[src/rtl/uc_pkg.sv]
`default_nettype none
// ============================================================================
// Module   : uc_pkg
// Purpose  : Shared constants and types for the uc_ctrl control unit:
//            opcode classes, ALU operation codes and the run/halt state.
// Revision : 1.0 - initial release
// ============================================================================
package uc_pkg;

  // Opcode classes, matched against opcode[5:2] unless noted
  localparam logic [3:0] OP_LI     = 4'b0000;
  localparam logic [3:0] OP_SKIPNE = 4'b0001;
  localparam logic [3:0] OP_SKIPGT = 4'b0010;
  localparam logic [3:0] OP_MOV    = 4'b0011;
  localparam logic [3:0] OP_ADD    = 4'b0100;
  localparam logic [3:0] OP_SUB    = 4'b0101;
  // JR is matched on opcode[5:4] only
  localparam logic [1:0] OP_JR_HI  = 2'b10;
  // HALT is matched on the full opcode
  localparam logic [5:0] OP_HALT   = 6'b111111;

  // ALU operation select
  localparam logic [2:0] ALU_PASSB = 3'b000;
  localparam logic [2:0] ALU_PASSA = 3'b001;
  localparam logic [2:0] ALU_ADD   = 3'b010;
  localparam logic [2:0] ALU_SUB   = 3'b011;

  typedef enum logic [0:0] {
    S_RUN  = 1'b0,
    S_HALT = 1'b1
  } state_t;

endpackage
`default_nettype wire

[src/rtl/uc_sat_counter.sv]
`default_nettype none
// ============================================================================
// Module   : uc_sat_counter
// Purpose  : W-bit up counter with enable that sticks at all-ones.
// Revision : 1.0 - initial release
// ============================================================================
module uc_sat_counter #(
  parameter int W = 16
) (
  input  logic         clk,
  input  logic         reset,
  input  logic         en,
  output logic [W-1:0] q
);

  localparam logic [W-1:0] MAX_VAL = {W{1'b1}};
  localparam logic [W-1:0] ONE     = {{(W-1){1'b0}}, 1'b1};

  // Count enabled cycles, holding at the maximum instead of wrapping
  always_ff @(posedge clk) begin
    if (reset) begin
      q <= '0;
    end else if (en && (q != MAX_VAL)) begin
      q <= q + ONE;
    end
  end

endmodule
`default_nettype wire

[src/rtl/uc_ctrl.sv]
`default_nettype none
// ============================================================================
// Module   : uc_ctrl
// Purpose  : Control unit for the microc datapath. Decodes the current
//            opcode into the datapath control word, tracks run/halt state,
//            flags unassigned opcodes and counts retired/skipped instructions.
// Revision : 1.0 - initial release
// ============================================================================
module uc_ctrl
  import uc_pkg::*;
#(
  parameter int CNT_W = 16
) (
  input  logic             clk,
  input  logic             reset,
  input  logic [5:0]       opcode,
  input  logic             zero,
  input  logic             carry,
  output logic             s_skip,
  output logic             s_inc,
  output logic             s_inm,
  output logic             we,
  output logic [2:0]       alu_op,
  output logic             halted,
  output logic             illegal,
  output logic [CNT_W-1:0] retired,
  output logic [CNT_W-1:0] skipped
);

  state_t state;
  logic   is_halt;
  logic   is_illegal;
  logic   run_cycle;
  logic   skip_taken;

  // Combinational decode; flags feed only s_skip, so there is no loop back
  // through the ALU. Reset and S_HALT override the opcode.
  always_comb begin
    s_skip     = 1'b0;
    s_inc      = 1'b1;
    s_inm      = 1'b0;
    we         = 1'b0;
    alu_op     = ALU_PASSB;
    is_halt    = 1'b0;
    is_illegal = 1'b0;
    if (reset) begin
      // NOP forcing already set by the defaults
    end else if (state == S_HALT) begin
      s_inc = 1'b0;
    end else if (opcode[5:4] == OP_JR_HI) begin
      s_inc = 1'b0;
    end else if (opcode == OP_HALT) begin
      // Target is the HALT's own address, so the PC holds
      s_inc   = 1'b0;
      is_halt = 1'b1;
    end else begin
      case (opcode[5:2])
        OP_LI: begin
          s_inm = 1'b1;
          we    = 1'b1;
        end
        OP_SKIPNE: begin
          alu_op = ALU_SUB;
          s_skip = ~zero;
        end
        OP_SKIPGT: begin
          alu_op = ALU_SUB;
          s_skip = ~zero & ~carry;
        end
        OP_MOV: begin
          alu_op = ALU_PASSA;
          we     = 1'b1;
        end
        OP_ADD: begin
          alu_op = ALU_ADD;
          we     = 1'b1;
        end
        OP_SUB: begin
          alu_op = ALU_SUB;
          we     = 1'b1;
        end
        default: is_illegal = 1'b1;
      endcase
    end
  end

  // Run/halt state with registered halted and sticky illegal flags
  always_ff @(posedge clk) begin
    if (reset) begin
      state   <= S_RUN;
      halted  <= 1'b0;
      illegal <= 1'b0;
    end else if (state == S_RUN) begin
      if (is_halt) begin
        state  <= S_HALT;
        halted <= 1'b1;
      end
      if (is_illegal) begin
        illegal <= 1'b1;
      end
    end
  end

  assign run_cycle  = ~reset & (state == S_RUN);
  assign skip_taken = run_cycle & s_skip & s_inc;

  uc_sat_counter #(.W(CNT_W)) u_retired (
    .clk   (clk),
    .reset (reset),
    .en    (run_cycle),
    .q     (retired)
  );

  uc_sat_counter #(.W(CNT_W)) u_skipped (
    .clk   (clk),
    .reset (reset),
    .en    (skip_taken),
    .q     (skipped)
  );

endmodule
`default_nettype wire

[config.mk]
export PLATFORM = sky130hd
export DESIGN_NAME = uc_ctrl
export DESIGN_NICKNAME = d
export VERILOG_FILES = /design/src/rtl/uc_pkg.sv /design/src/rtl/uc_sat_counter.sv /design/src/rtl/uc_ctrl.sv
export SDC_FILE = /design/constraint.sdc
export NUM_CORES = 1
export LEC_CHECK = 0
export BUFFER_PORTS_ARGS = -buffer_cell sky130_fd_sc_hd__buf_2
export CORE_MARGIN = 1.5
export CORE_UTILIZATION = 35
export CTS_CLUSTER_DIAMETER = 40
export DETAILED_ROUTE_END_ITERATION = 6
export PLACE_DENSITY = 0.55
export SYNTH_ARGS = -nofsm -noshare
export SYNTH_HDL_FRONTEND = slang
export SYNTH_SLANG_ARGS = --single-unit
[constraint.sdc]
create_clock -name clk -period 3.73 [get_ports clk]
set_input_delay 0.746 -clock clk [delete_from_list [all_inputs] [get_ports clk]]
set_output_delay 0.746 -clock clk [all_outputs]
set_load 0.005 [all_outputs]
# Word-level counts from Yosys, hierarchy flattened
# Cells that the tools add are included.
dict set report classes {
  n_reduce_logical 8
  bitwise_logic 8
  eq_ne 9
  n_mux 35
  add_sub_neg 2
}
# cell n
set op_table {}
lappend op_table {{$add A16 B1 Y16 const B} 2}
lappend op_table {{$ne A16 B16 Y1 const B} 2}
lappend op_table {{$mux W1} 29}
lappend op_table {{$eq A4 B2 Y1 const B} 2}
lappend op_table {{$eq A4 B3 Y1 const B} 2}
lappend op_table {{$mux W2} 4}
lappend op_table {{$eq A6 B6 Y1 const B} 1}
lappend op_table {{$pmux W2 S3} 1}
lappend op_table {{$reduce_or A6 Y1} 1}
lappend op_table {{$and A1 B1 Y1} 4}
lappend op_table {{$eq A4 B1 Y1 const B} 1}
lappend op_table {{$logic_not A4 Y1} 1}
lappend op_table {{$not A1 Y1} 4}
lappend op_table {{$reduce_and A2 Y1} 2}
lappend op_table {{$reduce_or A4 Y1} 1}
lappend op_table {{$reduce_or A3 Y1} 1}
lappend op_table {{$eq A2 B2 Y1 const B} 1}
lappend op_table {{$logic_and A1 B1 Y1} 2}
lappend op_table {{$pmux W1 S2} 1}
dict set report word_totals {
  in_bits 10
  out_inout_bits 41
  reg_bits 35
}

# Depth between registers and ports, before layout
dict set report logic_depth {
  ltp_word 10
  depth_mapped 7
  mapped_depth_nobuf 5
}

# Modules after synthesis
# From an unflattened synthesis, not the netlist that was laid out.
dict set report hier_totals {
  cells_unflattened 233
  hier_area_um2 1978.1
}
# module cells_each area_per_inst_um2 seq_area_each_um2 instances
set by_module_without_submodules {}
lappend by_module_without_submodules {uc_sat_counter 99 848.3 320.3 2}
lappend by_module_without_submodules {uc_ctrl 35 281.5 60.1 1}

# Worst setup path before layout
# Ideal clock, no wire load.
dict set report synth_path {
  kind {input to output}
  startpoint {input port opcode[3]}
  endpoint {output port s_skip}
  cell_stages 5
  arrival_ns 1.901
  n_path_buf 2
  slack_ns 1.083
  cell_sequence {buf_4 or3b_1 a2111o_1 buf_6 inv_2}
}
dict set report synth_via {
  elab_chain_len 6
  elab_cells_between_ends 8
  classes_between {eq/ne (3); mux (5)}
}
# element line
set synth_lines {}
lappend synth_lines {{start: declaration} uc_ctrl.sv:16} ;# input logic [5:0] opcode,
lappend synth_lines {{$eq A4 B2 Y1 / $eq A4 B1 Y1 (equally long branches)} uc_ctrl.sv:57} ;# case (opcode[5:2])
lappend synth_lines {{$pmux W1 S2} uc_ctrl.sv:57}
lappend synth_lines {{$mux W1 (*)} uc_ctrl.sv:52} ;# end else if (opcode == OP_HALT) begin
lappend synth_lines {{$mux W1 (*)} uc_ctrl.sv:50} ;# end else if (opcode[5:4] == OP_JR_HI) begin
lappend synth_lines {{$mux W1 (*)} uc_ctrl.sv:48} ;# end else if (state == S_HALT) begin
lappend synth_lines {{$mux W1 (*)} uc_ctrl.sv:46} ;# if (reset) begin
lappend synth_lines {{end: declaration} uc_ctrl.sv:19} ;# output logic s_skip,
# Mark *: on every way between the ends. The rest lies on a longest branch, timed or not.

# Worst setup path after layout
# Same ends and word-level chain as after synthesis.

==> results_dict.tcl <==
set metrics [dict create \
    drive_gt1_frac 0.275 \
    initial_core_util 0.360 \
    port_buffers 49 \
    path_cells "buf_2, or3b_1, a2111o_1, buf_4, inv_2, buf_2" \
    cts_buffer_depth 2 \
    critPathMostFrequentCell "buf_2" \
    power_mw 0.681 \
    clockPowerShare 0.372 \
    antenna-diode-count 0 \
    insertion_delay_ps 280 \
    wl_met3_um 200 \
    synth.top_cell.area_share 0.358 \
    synthTopCellsByArea "dfxtp_1, or4_1, a21oi_1, o31ai_1, nor2_1" \
    endpoint_kind "output pin" \
    syn_inst 226 \
    drt-pass1-iter-count 4 \
    p_leak_nw 0.909 \
    final.min_clock_period_ps 2870 \
    nFillCells 560 \
    synth_top_area_cell "dfxtp_1" \
    cts_resized 0 \
    skew_ps 3.71 \
    timing.final.crit_share 0.769 \
    setup_viol 0 \
    die-height_um 77.8 \
    wl_met1_um 2320 \
    yosys_most_used_dff "dfxtp_1" \
    grt_usage 0.159 \
    intPower_mw 0.521 \
    path_clk_slew_ps 70 \
    worstSetupStartpointType "primary input" \
    grt_pass1_wl_um 7740 \
    cts-root-buf "clkbuf_8" \
    final_common_cell "buf_2" \
    power.density_nw_per_um2 291 \
    dieArea_um2 6050 \
    crit_required_ps 2980 \
    drt_iter0_markers 116 \
    synth_fp_nets 238 \
    hold_path.class "flip-flop to flip-flop" \
    hold_viol_final 0 \
    yosysWarnings 0 \
    switching_share 0.235 \
    final.setup.tns_ps 0 \
    syn_avg_cell_area_um2 8.65 \
    ys_ff_latch 35 \
    viasPerCell 5.46 \
    dp_hpwl_um 3220 \
    first_global_vias 1634 \
    ys_seq_area_frac 0.358 \
    antenna_left 0 \
    relSlewSlack 0.613 \
    drv_slew 0 \
    crit_slowest_cell "or3b_1" \
    cts_htree_levels 2 \
    switching_power_mw 0.160 \
    cts_setup_buffers 0 \
    numCtsBuffers 5 \
    vdd_ir_drop_max_mv 0.155 \
    wl_per_cell_um 13.4 \
    core_um2 5440 \
    cts_tree "built" \
    max_freq_mhz 349 \
    synth_cell_types 49 \
    vias 1885 \
    row_count 27 \
    outcome "finished clean" \
    layout_common_cells "buf_2, dfxtp_1, nor2_1" \
    sequentialPowerShare 0.562 \
    cts.sinks 35 \
    synth_edf_count 0 \
    cts_hold_buf 0 \
    worst-setup-path-type "primary input to output pin" \
    layout.nets 286 \
    grt_overflow_total 0 \
    utilization 0.430 \
    met2_length_um 2030 \
    antenna_found_initial 0 \
    hold_slack_ps 461 \
    crit_arrival_ps 2120 \
    drc 0 \
    place.gp.congestion 0.786 \
    die_w_um 77.8 \
    synth-async-reset-ratio 0 \
    synth_area_um2 1960 \
    maxCapViolations 0 \
    wl_um 4610 \
    grt_max_degree 42 \
    power_frac_comb 0.066 \
    crit_path_max_incr_delay_ps 370 \
    io_pins 51 \
    synthToLayoutAreaGrowth_pct 19.6 \
    topRoutingLayerUsed "met4" \
    worst_slew_pin_slew_ps 576 \
    rsz0062_at_grt "no" \
    crit_fanout 27 \
]
power groups by stage:
stage | combinational [mW] | sequential [mW] | clock [mW]
after floorplan | 0.0283 | 0.391 | 0
after global placement | 0.0450 | 0.391 | 0
after detailed placement | 0.0454 | 0.391 | 0
after CTS | 0.0454 | 0.383 | 0.263
after global routing | 0.0508 | 0.383 | 0.282
final | 0.0446 | 0.383 | 0.254
synthesized netlist by cell type, drive strengths merged, types with 6 or more instances:
master	n
mux2	7
dfxtp	35
a21oi	18
inv	6
or4	13
nor2	19
nor4	11
nand3	10
clkbuf	7
nand4	11
nand2	11
o31ai	11
buf	6
nor2b	8
cells by family (layout without fill, tap and decap cells):
logic type	count (synthesis)	after routing	synth area share
mux	9	9	0.0505
compound gates	50	50	0.178
xor+xnor	2	2	0.00896
flops	35	35	0.358
fa+ha+maj	2	2	0.0128
buf+inv	19	66	0.0473
other cells	1	1	0.00192
simple gates	108	108	0.342
worst max-delay path, delay by kind of cell:
| kind | cells | cell delay [ps] |
|---|---|---|
| AO/OA/AOI/OAI | 1 | 370 |
| buffers and inverters | 4 | 620 |
| AND/OR/NAND/NOR | 1 | 370 |
final timing paths:
| check | start | end | slack [ps] | depth (start not counted) |
|---|---|---|---|---|
| hold / removal | illegal$_SDFFE_PP0P_ | illegal$_SDFFE_PP0P_ | 460 | 1 |
| setup / recovery | opcode[3] | s_skip | 860 | 6 |
| setup reg to reg | state$_SDFF_PP0_ | u_skipped.q[7]$_SDFFE_PP0P_ | 1720 | 5 |
| hold reg to reg | illegal$_SDFFE_PP0P_ | illegal$_SDFFE_PP0P_ | 460 | 1 |
registers in the layout (all words and copies together), names as in the netlist:
name / cells
state: 1
u_skipped.q: 16
illegal: 1
halted: 1
u_retired.q: 16
stage by stage:
step | std cells | area (um2) | setup slack [ps]
finish | 345 | 2340 | 863
global route | 345 | 2340 | 782
CTS | 345 | 2340 | 862
detailed placement | 339 | 2270 | 864
global placement | 339 | 2270 | 903
floorplan | 226 | 1960 | 1080
layout make-up:
type                       count  area [um2]  area share
clock buffer                   6        72.6      0.0310
inverter                       6        22.5     0.00963
multi-input combinational    172        1170       0.501
sequential                    35         701       0.299
tap                           72        90.1      0.0385
timing repair buffer          54         283       0.121
metal layers:
layer  up-vias  track usage
li1        963            -
met1       883        0.220
met2        34        0.240
met3         5       0.0400
met4         0       0.0491
met5         -            0
Power figures use the tool's default switching activity.
